===== src/rtl/enq_feeder_pkg.sv =====
// rtl/enq_feeder_pkg.sv - shared types, defaults and sizing helper for the enqueue feeder
package enq_feeder_pkg;

  localparam int DATA_W_DEF = 32;
  localparam int CNT_W_DEF  = 16;

  typedef enum logic {
    PRIO_A = 1'b0,
    PRIO_B = 1'b1
  } prio_t;

  // Bits needed to index `value` distinct items (clog2(1) = 0).
  function automatic int clog2(input int value);
    int r;
    int v;
    r = 0;
    v = value - 1;
    while (v > 0) begin
      r = r + 1;
      v = v >> 1;
    end
    return r;
  endfunction

endpackage


===== src/rtl/enq_feeder_buf.sv =====
// rtl/enq_feeder_buf.sv - circular buffer with two same-cycle write slots and one read port
module enq_feeder_buf
  import enq_feeder_pkg::*;
#(
  parameter int DATA_W   = DATA_W_DEF,
  parameter int DEPTH    = 4,
  parameter int PTR_W    = clog2(DEPTH),
  parameter int CNT_BITS = clog2(DEPTH + 1)
) (
  input  logic                clk,
  input  logic                rst_n,
  input  logic                i_wr0_en,
  input  logic [DATA_W-1:0]   i_wr0_data,
  input  logic                i_wr1_en,
  input  logic [DATA_W-1:0]   i_wr1_data,
  input  logic                i_rd_en,
  output logic [DATA_W-1:0]   o_rd_data,
  output logic [CNT_BITS-1:0] o_count
);

  logic [DATA_W-1:0]   r_mem [DEPTH];
  logic [PTR_W-1:0]    r_wr_ptr;
  logic [PTR_W-1:0]    r_rd_ptr;
  logic [CNT_BITS-1:0] r_count;
  logic [PTR_W-1:0]    w_wr_ptr1;
  logic [1:0]          w_n_wr;

  // Slot 1 is only ever used together with slot 0, so it lands one entry later.
  assign w_wr_ptr1 = r_wr_ptr + PTR_W'(1);
  assign w_n_wr    = {1'b0, i_wr0_en} + {1'b0, i_wr1_en};

  always_ff @(posedge clk) begin
    if (i_wr0_en) r_mem[r_wr_ptr] <= i_wr0_data;
    if (i_wr1_en) r_mem[w_wr_ptr1] <= i_wr1_data;
  end

  always_ff @(posedge clk or negedge rst_n) begin
    if (!rst_n) begin
      r_wr_ptr <= '0;
      r_rd_ptr <= '0;
      r_count  <= '0;
    end else begin
      r_wr_ptr <= r_wr_ptr + PTR_W'(w_n_wr);
      if (i_rd_en) r_rd_ptr <= r_rd_ptr + PTR_W'(1);
      r_count  <= r_count + CNT_BITS'(w_n_wr) - CNT_BITS'(i_rd_en);
    end
  end

  assign o_rd_data = r_mem[r_rd_ptr];
  assign o_count   = r_count;

endmodule


===== src/rtl/enq_feeder.sv =====
// rtl/enq_feeder.sv - round-robin merge of two put channels into a buffer drained to the YY enqueue port
module enq_feeder
  import enq_feeder_pkg::*;
#(
  parameter int DATA_W = DATA_W_DEF,
  parameter int DEPTH  = 4,
  parameter int CNT_W  = CNT_W_DEF
) (
  input  logic              CLK,
  input  logic              RST_N,
  input  logic              EN_a_put,
  input  logic [DATA_W-1:0] a_put_data,
  output logic              RDY_a_put,
  input  logic              EN_b_put,
  input  logic [DATA_W-1:0] b_put_data,
  output logic              RDY_b_put,
  input  logic              YY_RDYenq2,
  output logic              YY_ENQsafeToEnqueueOn2,
  output logic              EN_YY_enqueue,
  output logic [DATA_W-1:0] YY_Data,
  output logic [CNT_W-1:0]  sent_count,
  output logic              busy
);

  localparam int CNT_BITS = clog2(DEPTH + 1);

  prio_t               r_prio;
  logic [CNT_W-1:0]    r_sent;
  logic [CNT_BITS-1:0] w_count;
  logic [CNT_BITS-1:0] w_free;
  logic                w_owner_rdy;
  logic                w_other_rdy;
  logic                w_fire_a;
  logic                w_fire_b;
  logic                w_owner_fire;
  logic                w_other_fire;
  logic [DATA_W-1:0]   w_owner_data;
  logic [DATA_W-1:0]   w_other_data;
  logic                w_wr0_en;
  logic [DATA_W-1:0]   w_wr0_data;
  logic                w_wr1_en;
  logic                w_nonempty;
  logic                w_deq;
  logic [DATA_W-1:0]   w_head;

  // Readiness comes only from registered count, so a same-cycle drain never frees space early.
  assign w_free      = CNT_BITS'(DEPTH) - w_count;
  assign w_owner_rdy = (w_free >= CNT_BITS'(1));
  assign w_other_rdy = (w_free >= CNT_BITS'(2));

  always_comb begin
    RDY_a_put    = 1'b0;
    RDY_b_put    = 1'b0;
    w_owner_fire = 1'b0;
    w_other_fire = 1'b0;
    w_owner_data = '0;
    w_other_data = '0;
    w_fire_a     = 1'b0;
    w_fire_b     = 1'b0;
    if (r_prio == PRIO_A) begin
      RDY_a_put    = w_owner_rdy;
      RDY_b_put    = w_other_rdy;
      w_fire_a     = EN_a_put & RDY_a_put;
      w_fire_b     = EN_b_put & RDY_b_put;
      w_owner_fire = w_fire_a;
      w_other_fire = w_fire_b;
      w_owner_data = a_put_data;
      w_other_data = b_put_data;
    end else begin
      RDY_a_put    = w_other_rdy;
      RDY_b_put    = w_owner_rdy;
      w_fire_a     = EN_a_put & RDY_a_put;
      w_fire_b     = EN_b_put & RDY_b_put;
      w_owner_fire = w_fire_b;
      w_other_fire = w_fire_a;
      w_owner_data = b_put_data;
      w_other_data = a_put_data;
    end
  end

  // Owner's word is always written first; a lone non-owner word takes slot 0.
  assign w_wr0_en   = w_owner_fire | w_other_fire;
  assign w_wr0_data = w_owner_fire ? w_owner_data : w_other_data;
  assign w_wr1_en   = w_owner_fire & w_other_fire;

  assign w_nonempty             = (w_count != '0);
  assign w_deq                  = w_nonempty & YY_RDYenq2;
  assign EN_YY_enqueue          = w_deq;
  assign YY_ENQsafeToEnqueueOn2 = w_deq;
  assign YY_Data                = w_nonempty ? w_head : '0;
  assign busy                   = w_nonempty;
  assign sent_count             = r_sent;

  enq_feeder_buf #(
    .DATA_W (DATA_W),
    .DEPTH  (DEPTH)
  ) u_buf (
    .clk        (CLK),
    .rst_n      (RST_N),
    .i_wr0_en   (w_wr0_en),
    .i_wr0_data (w_wr0_data),
    .i_wr1_en   (w_wr1_en),
    .i_wr1_data (w_other_data),
    .i_rd_en    (w_deq),
    .o_rd_data  (w_head),
    .o_count    (w_count)
  );

  always_ff @(posedge CLK or negedge RST_N) begin
    if (!RST_N) begin
      r_prio <= PRIO_A;
      r_sent <= '0;
    end else begin
      if (w_owner_fire) r_prio <= (r_prio == PRIO_A) ? PRIO_B : PRIO_A;
      if (w_deq) r_sent <= r_sent + CNT_W'(1);
    end
  end

  a_put_legal: assert property (@(posedge CLK) disable iff (!RST_N) EN_a_put |-> RDY_a_put);
  b_put_legal: assert property (@(posedge CLK) disable iff (!RST_N) EN_b_put |-> RDY_b_put);

endmodule

===== config.mk =====
export PLATFORM = sky130hd
export DESIGN_NAME = enq_feeder
export DESIGN_NICKNAME = d
export VERILOG_FILES = /design/src/rtl/enq_feeder_pkg.sv /design/src/rtl/enq_feeder_buf.sv /design/src/rtl/enq_feeder.sv
export SDC_FILE = /design/constraint.sdc
export NUM_CORES = 1
export LEC_CHECK = 0
export ABC_CLOCK_PERIOD_IN_PS = 5800
export CAP_MARGIN = 15
export CORE_AREA = 2 2 170 172
export DETAILED_ROUTE_END_ITERATION = 12
export DIE_AREA = 0 0 172 174
export GPL_ROUTABILITY_DRIVEN = 0
export HOLD_SLACK_MARGIN = 0.05
export PLACE_DENSITY_LB_ADDON = 0.05
export SETUP_SLACK_MARGIN = 0.4
export SYNTH_ARGS = -nofsm -noshare
export SYNTH_HDL_FRONTEND = slang
export SYNTH_HIERARCHICAL = 1
export SYNTH_SLANG_ARGS = --single-unit

===== constraint.sdc =====
create_clock -name CLK -period 5.8 [get_ports CLK]
set_clock_uncertainty 0.15 [all_clocks]
set_input_delay 0.58 -clock CLK [delete_from_list [all_inputs] [get_ports CLK]]
set_output_delay 0.58 -clock CLK [all_outputs]
set_load 0.02 [all_outputs]

=== After elaboration in Yosys (flattened, before gate mapping) ===
Memory sizes are Yosys's and may differ from the RTL's.
Index checks and enable logic that the tools add are counted.

* Memories: 1
* Bits in writable memories: 128
* Register bits: 24

* Bitwise gates (word level): 7
* $lt $le $gt $ge: 2
* Mux-type cells: 13
* Add/subtract/negate cells: 8
* Reduce and logical (&&, ||, !) cells: 1

{| class="wikitable"
|+ Memory list
! memory !! words !! bits a word !! rd ports !! clocked after memory_dff !! wr ports !! line !! RTL
|-
| u_buf.r_mem || 4 || 32 || 1 || 0 || 2 || enq_feeder_buf.sv:21 || <nowiki>logic [DATA_W-1:0] r_mem [DEPTH];</nowiki>
|}

{| class="wikitable"
|+ Operator list
! operator !! count
|-
| 2-to-1 mux 32 bit || 4
|-
| adder 16 x 1 -> 16 bit, second input constant || 1
|-
| 2-to-1 mux 1 bit || 9
|-
| AND 1 bit || 6
|-
| adder 2 x 1 -> 2 bit, second input constant || 2
|-
| adder 3 x 2 -> 3 bit || 1
|-
| >= comparator 3 x 1 -> 1 bit, second input constant || 1
|-
| >= comparator 3 x 2 -> 1 bit, second input constant || 1
|-
| nonzero test 3 bit || 1
|-
| subtractor 3 x 1 -> 3 bit || 1
|-
| subtractor 3 bit, first input constant || 1
|-
| adder 1 x 1 -> 2 bit || 1
|-
| adder 2 bit || 1
|-
| bitwise OR 1 bit || 1
|}

=== Depth between registers and ports, before layout ===
* Word-level depth: 8
* Depth in mapped cells: 12
* Mapped depth without buffers: 12

=== Cells and area by module ===
Netlist, hierarchy kept.

{| class="wikitable"
|+ Modules (own cells, without submodules)
! module !! cells an instance !! instances !! area an instance (um2) !! sequential area each (um2)
|-
| enq_feeder_buf || 346 || 1 || 6545.0 || 4018.9
|-
| enq_feeder || 187 || 1 || 2004.4 || 425.4
|}

=== Worst setup path before layout ===
OpenSTA, ideal clock, no wires.

* Path type: register to register
* Start point: register u_buf.r_count[0], in the netlist u_buf/o_count[0]
* End point: memory u_buf/r_mem[2][0] (netlist bit), enable pin
* Path buffers: 0
* Setup slack: 1.603 ns
* Setup time: 0.466 ns
* Clock period less this slack: 4.197 ns
* Data required time: 5.184 ns
* Arrival time: 3.582 ns
* Stages on the path, launching flop included: 9
* Cells stage by stage: dfrtp_1 inv_1 ha_1 ha_1 nand2b_1 o21ai_0 o211ai_1 nand2b_1 o21ai_0

{| class="wikitable"
|+ RTL lines
! item !! line !! RTL
|-
| start, declared || enq_feeder_buf.sv:24 || <nowiki>logic [CNT_BITS-1:0] r_count;</nowiki>
|-
| start signal, assigned || enq_feeder_buf.sv:45 || <nowiki>r_count <= r_count + CNT_BITS'(w_n_wr) - CNT_BITS'(i_rd_en);</nowiki>
|-
| end, declared || enq_feeder_buf.sv:21 ||
|}

=== Final worst setup path ===
* Start point: register u_buf.r_rd_ptr[0]
* End point: output YY_Data[16]

* Cells in the longest elaborated chain, start to end: 2

{| class="wikitable"
|+ RTL lines
! item !! line !! RTL
|-
| start, declared || enq_feeder_buf.sv:23 || <nowiki>logic [PTR_W-1:0] r_rd_ptr;</nowiki>
|-
| start signal, assigned || enq_feeder_buf.sv:44 || <nowiki>if (i_rd_en) r_rd_ptr <= r_rd_ptr + PTR_W'(1);</nowiki>
|-
| memory read (4 x 32 bit) || - ||
|-
| named net w_head[16] || enq_feeder.sv:44 || <nowiki>logic [DATA_W-1:0] w_head;</nowiki>
|-
| 2-to-1 mux 32 bit || enq_feeder.sv:90 || <nowiki>assign YY_Data = w_nonempty ? w_head : '0;</nowiki>
|-
| end, declared || enq_feeder.sv:20 || <nowiki>output logic [DATA_W-1:0] YY_Data,</nowiki>
|}

The timed path passes the listed nets, and every way through them passes these cells.

==> metrics.md <==
| Metric | Value |
|---|---|
| Critical path class | `flop to output port` |
| Cells after Synth | `533` |
| Top cell type's share of synthesized area | `0.4496` |
| Clock Latency Late Sink | `420 ps` |
| Share of cells above drive strength 1 | `0.4260` |
| Clk buf depth | `2` |
| Antenna cell count | `0` |
| Final setup violation count | `0` |
| Slew HR | `0.3214` |
| Final Instance Area | `10780 um2` |
| Final worst-path cycle share | `0.6517` |
| Remaining routing DRC violations | `0` |
| Number of iterations in the first detailed-routing pass | `4` |
| Post-CTS sizing | `0` |
| Gr busiest metal | `met2` |
| ANT nets after route | `0` |
| Port buffer count | `121` |
| EDFF count, synth | `128` |
| Most numerous cell in the Yosys netlist | `mux2_2` |
| Initial antenna violation count | `0` |
| Drt initial violations | `228` |
| NetSw | `0.002458 W` |
| Global Route met3 Usage | `0.02823` |
| Final net count | `734` |
| Clk slew on worst S/H paths | `60 ps` |
| RSZ-0062 raised after global routing | `no` |
| CTS tree | `done` |
| Final Max Slew Viols | `0` |
| Crit path buffers/inverters | `2` |
| Maximum VDD drop | `0.2002 mV` |
| Via Count | `5002` |
| Core Area | `28240 um2` |
| Die area | `29930 um2` |
| List of most frequent post-synthesis cells | `mux2_2, edfxtp_1, nor2b_1` |
| Worst path arrival time | `3050 ps` |
| Crit path time final | `3780 ps` |
| Syn Std Cell Area | `8549 um2` |
| DP Wirelength | `13.67 mm` |
| Largest net degree at the start of global routing | `34` |
| Die Width | `172 um` |
| Post-Syn Nets | `611` |
| Die Y | `174 um` |
| Number of core rows | `62` |
| Slowest CP cell | `dfrtp_2` |
| Worst-margin pin slew | `1018 ps` |
| Top delay family on crit path | `buffers and inverters` |
| CP startpoint kind | `flop` |
| Crit Path Max Fanout | `20` |
| Num ports | `122` |
| Crit path capture type | `output port` |
| Post-CTS Setup Bufs | `0` |
| CTS H-Tree Depth | `4` |
| Starting Density | `0.3028` |
| CTS root buf | `clkbuf_16` |
| Post-Route Setup TNS | `0 ps` |
| Switching share of total power | `0.3660` |
| Final core occ | `0.3817` |
| Pwr Density | `623.1 nW/um2` |
| GRT Util Overall | `0.1510` |
| Average size of a mapped cell | `16.04 um2` |
| Combinational power share | `0.510` |
| Area post-placement | `10210 um2` |
| Flop pwr share | `0.330` |
| Sequential element share of the synthesized area | `0.5198` |
| Max Freq | `264.6 MHz` |
| Gr ovfl total | `0` |
| Vias per inst | `4.750` |
| Ys flop type | `edfxtp_1` |
| Top post-synthesis cells by area | `edfxtp_1, mux2_2, mux4_2, dfrtp_1, mux2_4` |
| Ys Warns | `6` |
| Drt wl/cell | `20.56 um` |
| Vias in the first global route | `5488` |
| Synth cell types | `39` |
| Crit-path max cell delay | `870 ps` |
| WP data required | `5070 ps` |
| HP Class | `flop to flop` |
| Flops & latches, synth | `152` |
| Cts hold-fix bufs | `0` |
| Total of max-cap violations | `0` |
| Status | `finished clean` |
| Count of clock tree sinks | `152` |
| Final non-filler cell total | `1053` |
| Internal power | `0.004257 W` |
| DRT Wirelength | `21.65 mm` |
| Async S/R FF share, synth | `0.1579` |
| Layout Area Growth over Synthesis | `26.06%` |
| Global-route wire length before repair | `33.26 mm` |
| Fin. Hold Viols | `0` |
| Worst-path cell chain | `buf_4 > mux4_2 > nor2b_1 > clkdlybuf4s50_1` |
| Cells after DPL | `1021` |
| Num CTS Buffers | `17` |
| Area leader, netlist | `edfxtp_1` |
| Total leakage power | `3.820 nW` |
| Met1 usage | `0.1953` |
| Clock power frac | `0.160` |
| Met2 GRT Util | `0.2624` |
==> cell type report <==
| class | count | area, um2 |
|---|---|---|
| sequential | 152 | 4448 |
| fill | 2709 | 17460 |
| multi-input combinational | 339 | 3913 |
| inverter | 8 | 30.03 |
| timing repair buffer | 138 | 1339 |
| tap | 384 | 480.5 |
| clock inverter | 14 | 138.9 |
| clock buffer | 18 | 429.2 |
==> placed cells by master, fill, tap and decap left out, types with 2 or more instances in the layout <==
| cell | n |
|---|---|
| ha_1 | 7 |
| nand4_1 | 2 |
| nor2b_1 | 34 |
| inv_1 | 8 |
| edfxtp_1 | 128 |
| nand2b_1 | 3 |
| xnor2_1 | 16 |
| nand3b_1 | 2 |
| mux2_4 | 29 |
| and4_1 | 3 |
| buf_4 | 17 |
| clkbuf_16 | 17 |
| nand2_1 | 11 |
| clkinvlp_4 | 3 |
| clkinv_4 | 3 |
| xor2_1 | 7 |
| mux2_1 | 2 |
| nor2_4 | 2 |
| nand3_1 | 4 |
| mux2_2 | 162 |
| o21ai_4 | 2 |
| mux2i_1 | 3 |
| dfrtp_1 | 21 |
| dfrtp_2 | 3 |
| inv_6 | 5 |
| mux4_2 | 32 |
| and3_1 | 3 |
| clkdlybuf4s50_1 | 121 |
==> power by group through the flow <==
stage / clock [W] / sequential, W / combinational [W]
after floorplan: 0 / 0.00210 / 0.00233
after global placement: 0 / 0.00224 / 0.00347
after detailed placement: 0 / 0.00226 / 0.00348
after CTS: 0.00111 / 0.00224 / 0.00350
after global routing: 0.00116 / 0.00228 / 0.00369
final: 0.00107 / 0.00222 / 0.00342
==> worst register-to-register path: cells and delay by family, from the launching register on <==
family | cells | cell delay, ps
adder cells (fa/ha/maj) | 2 | 540
flip-flops | 1 | 410
AO/OA/AOI/OAI | 1 | 280
buffers and inverters | 2 | 580
AND/OR/NAND/NOR | 2 | 1010
multiplexers | 1 | 400
==> through the flow <==
step	hold slack, ps	worst slack, ps	power, W
6_report	315.9	2020	0.006716
2_1_floorplan	134.4	1603	0.004437
4_1_cts	324.2	1885	0.006845
5_1_grt	329.9	1807	0.007132
3_3_place_gp	312.4	2251	0.005712
3_5_place_dp	313.5	2181	0.005737
==> flip-flops by register name, indices dropped and copies added, names as in the netlist <==
| signal | cells |
|---|---|
| u_buf/o_count | 3 |
| u_buf/r_mem | 128 |
| sent_count | 16 |
| u_buf/r_rd_ptr | 2 |
| u_buf/r_wr_ptr | 2 |
| r_prio | 1 |
==> routing by layer <==
metal / part of all wire / wire (um) / up-vias
li1: - / - / 2307
met1: 0.45 / 9667 / 2577
met2: 0.51 / 11010 / 109
met3: 0.037 / 806 / 9
met4: 0.0073 / 159 / 0
met5: 0 / 0 / -
==> logic make-up after synthesis <==
kind of cell	count (synthesis)	share of synthesized area
buffers and inverters	42	0.02722
AOI/OAI and AO/OA	9	0.009367
muxes	228	0.3547
and+or+nand+nor	70	0.05122
xor gates and xnor gates	23	0.02356
DFF	152	0.5198
adders and majority gates	9	0.01405
==> worst paths after layout <==
check / slack, ps / depth (start not counted) / start / to
min reg2reg: 320 / 1 / sent_count[15] / sent_count[15]
max: 2020 / 4 / u_buf/r_rd_ptr[0] / YY_Data[16]
min: 320 / 1 / sent_count[15] / sent_count[15]
max in group asynchronous: 4840 / 2 / RST_N / u_buf/r_rd_ptr[1]
min in group asynchronous: 370 / 2 / RST_N / r_prio
max reg2reg: 2180 / 8 / u_buf/o_count[0] / u_buf/r_mem[3][23]
(Power assumes the default switching activity.)
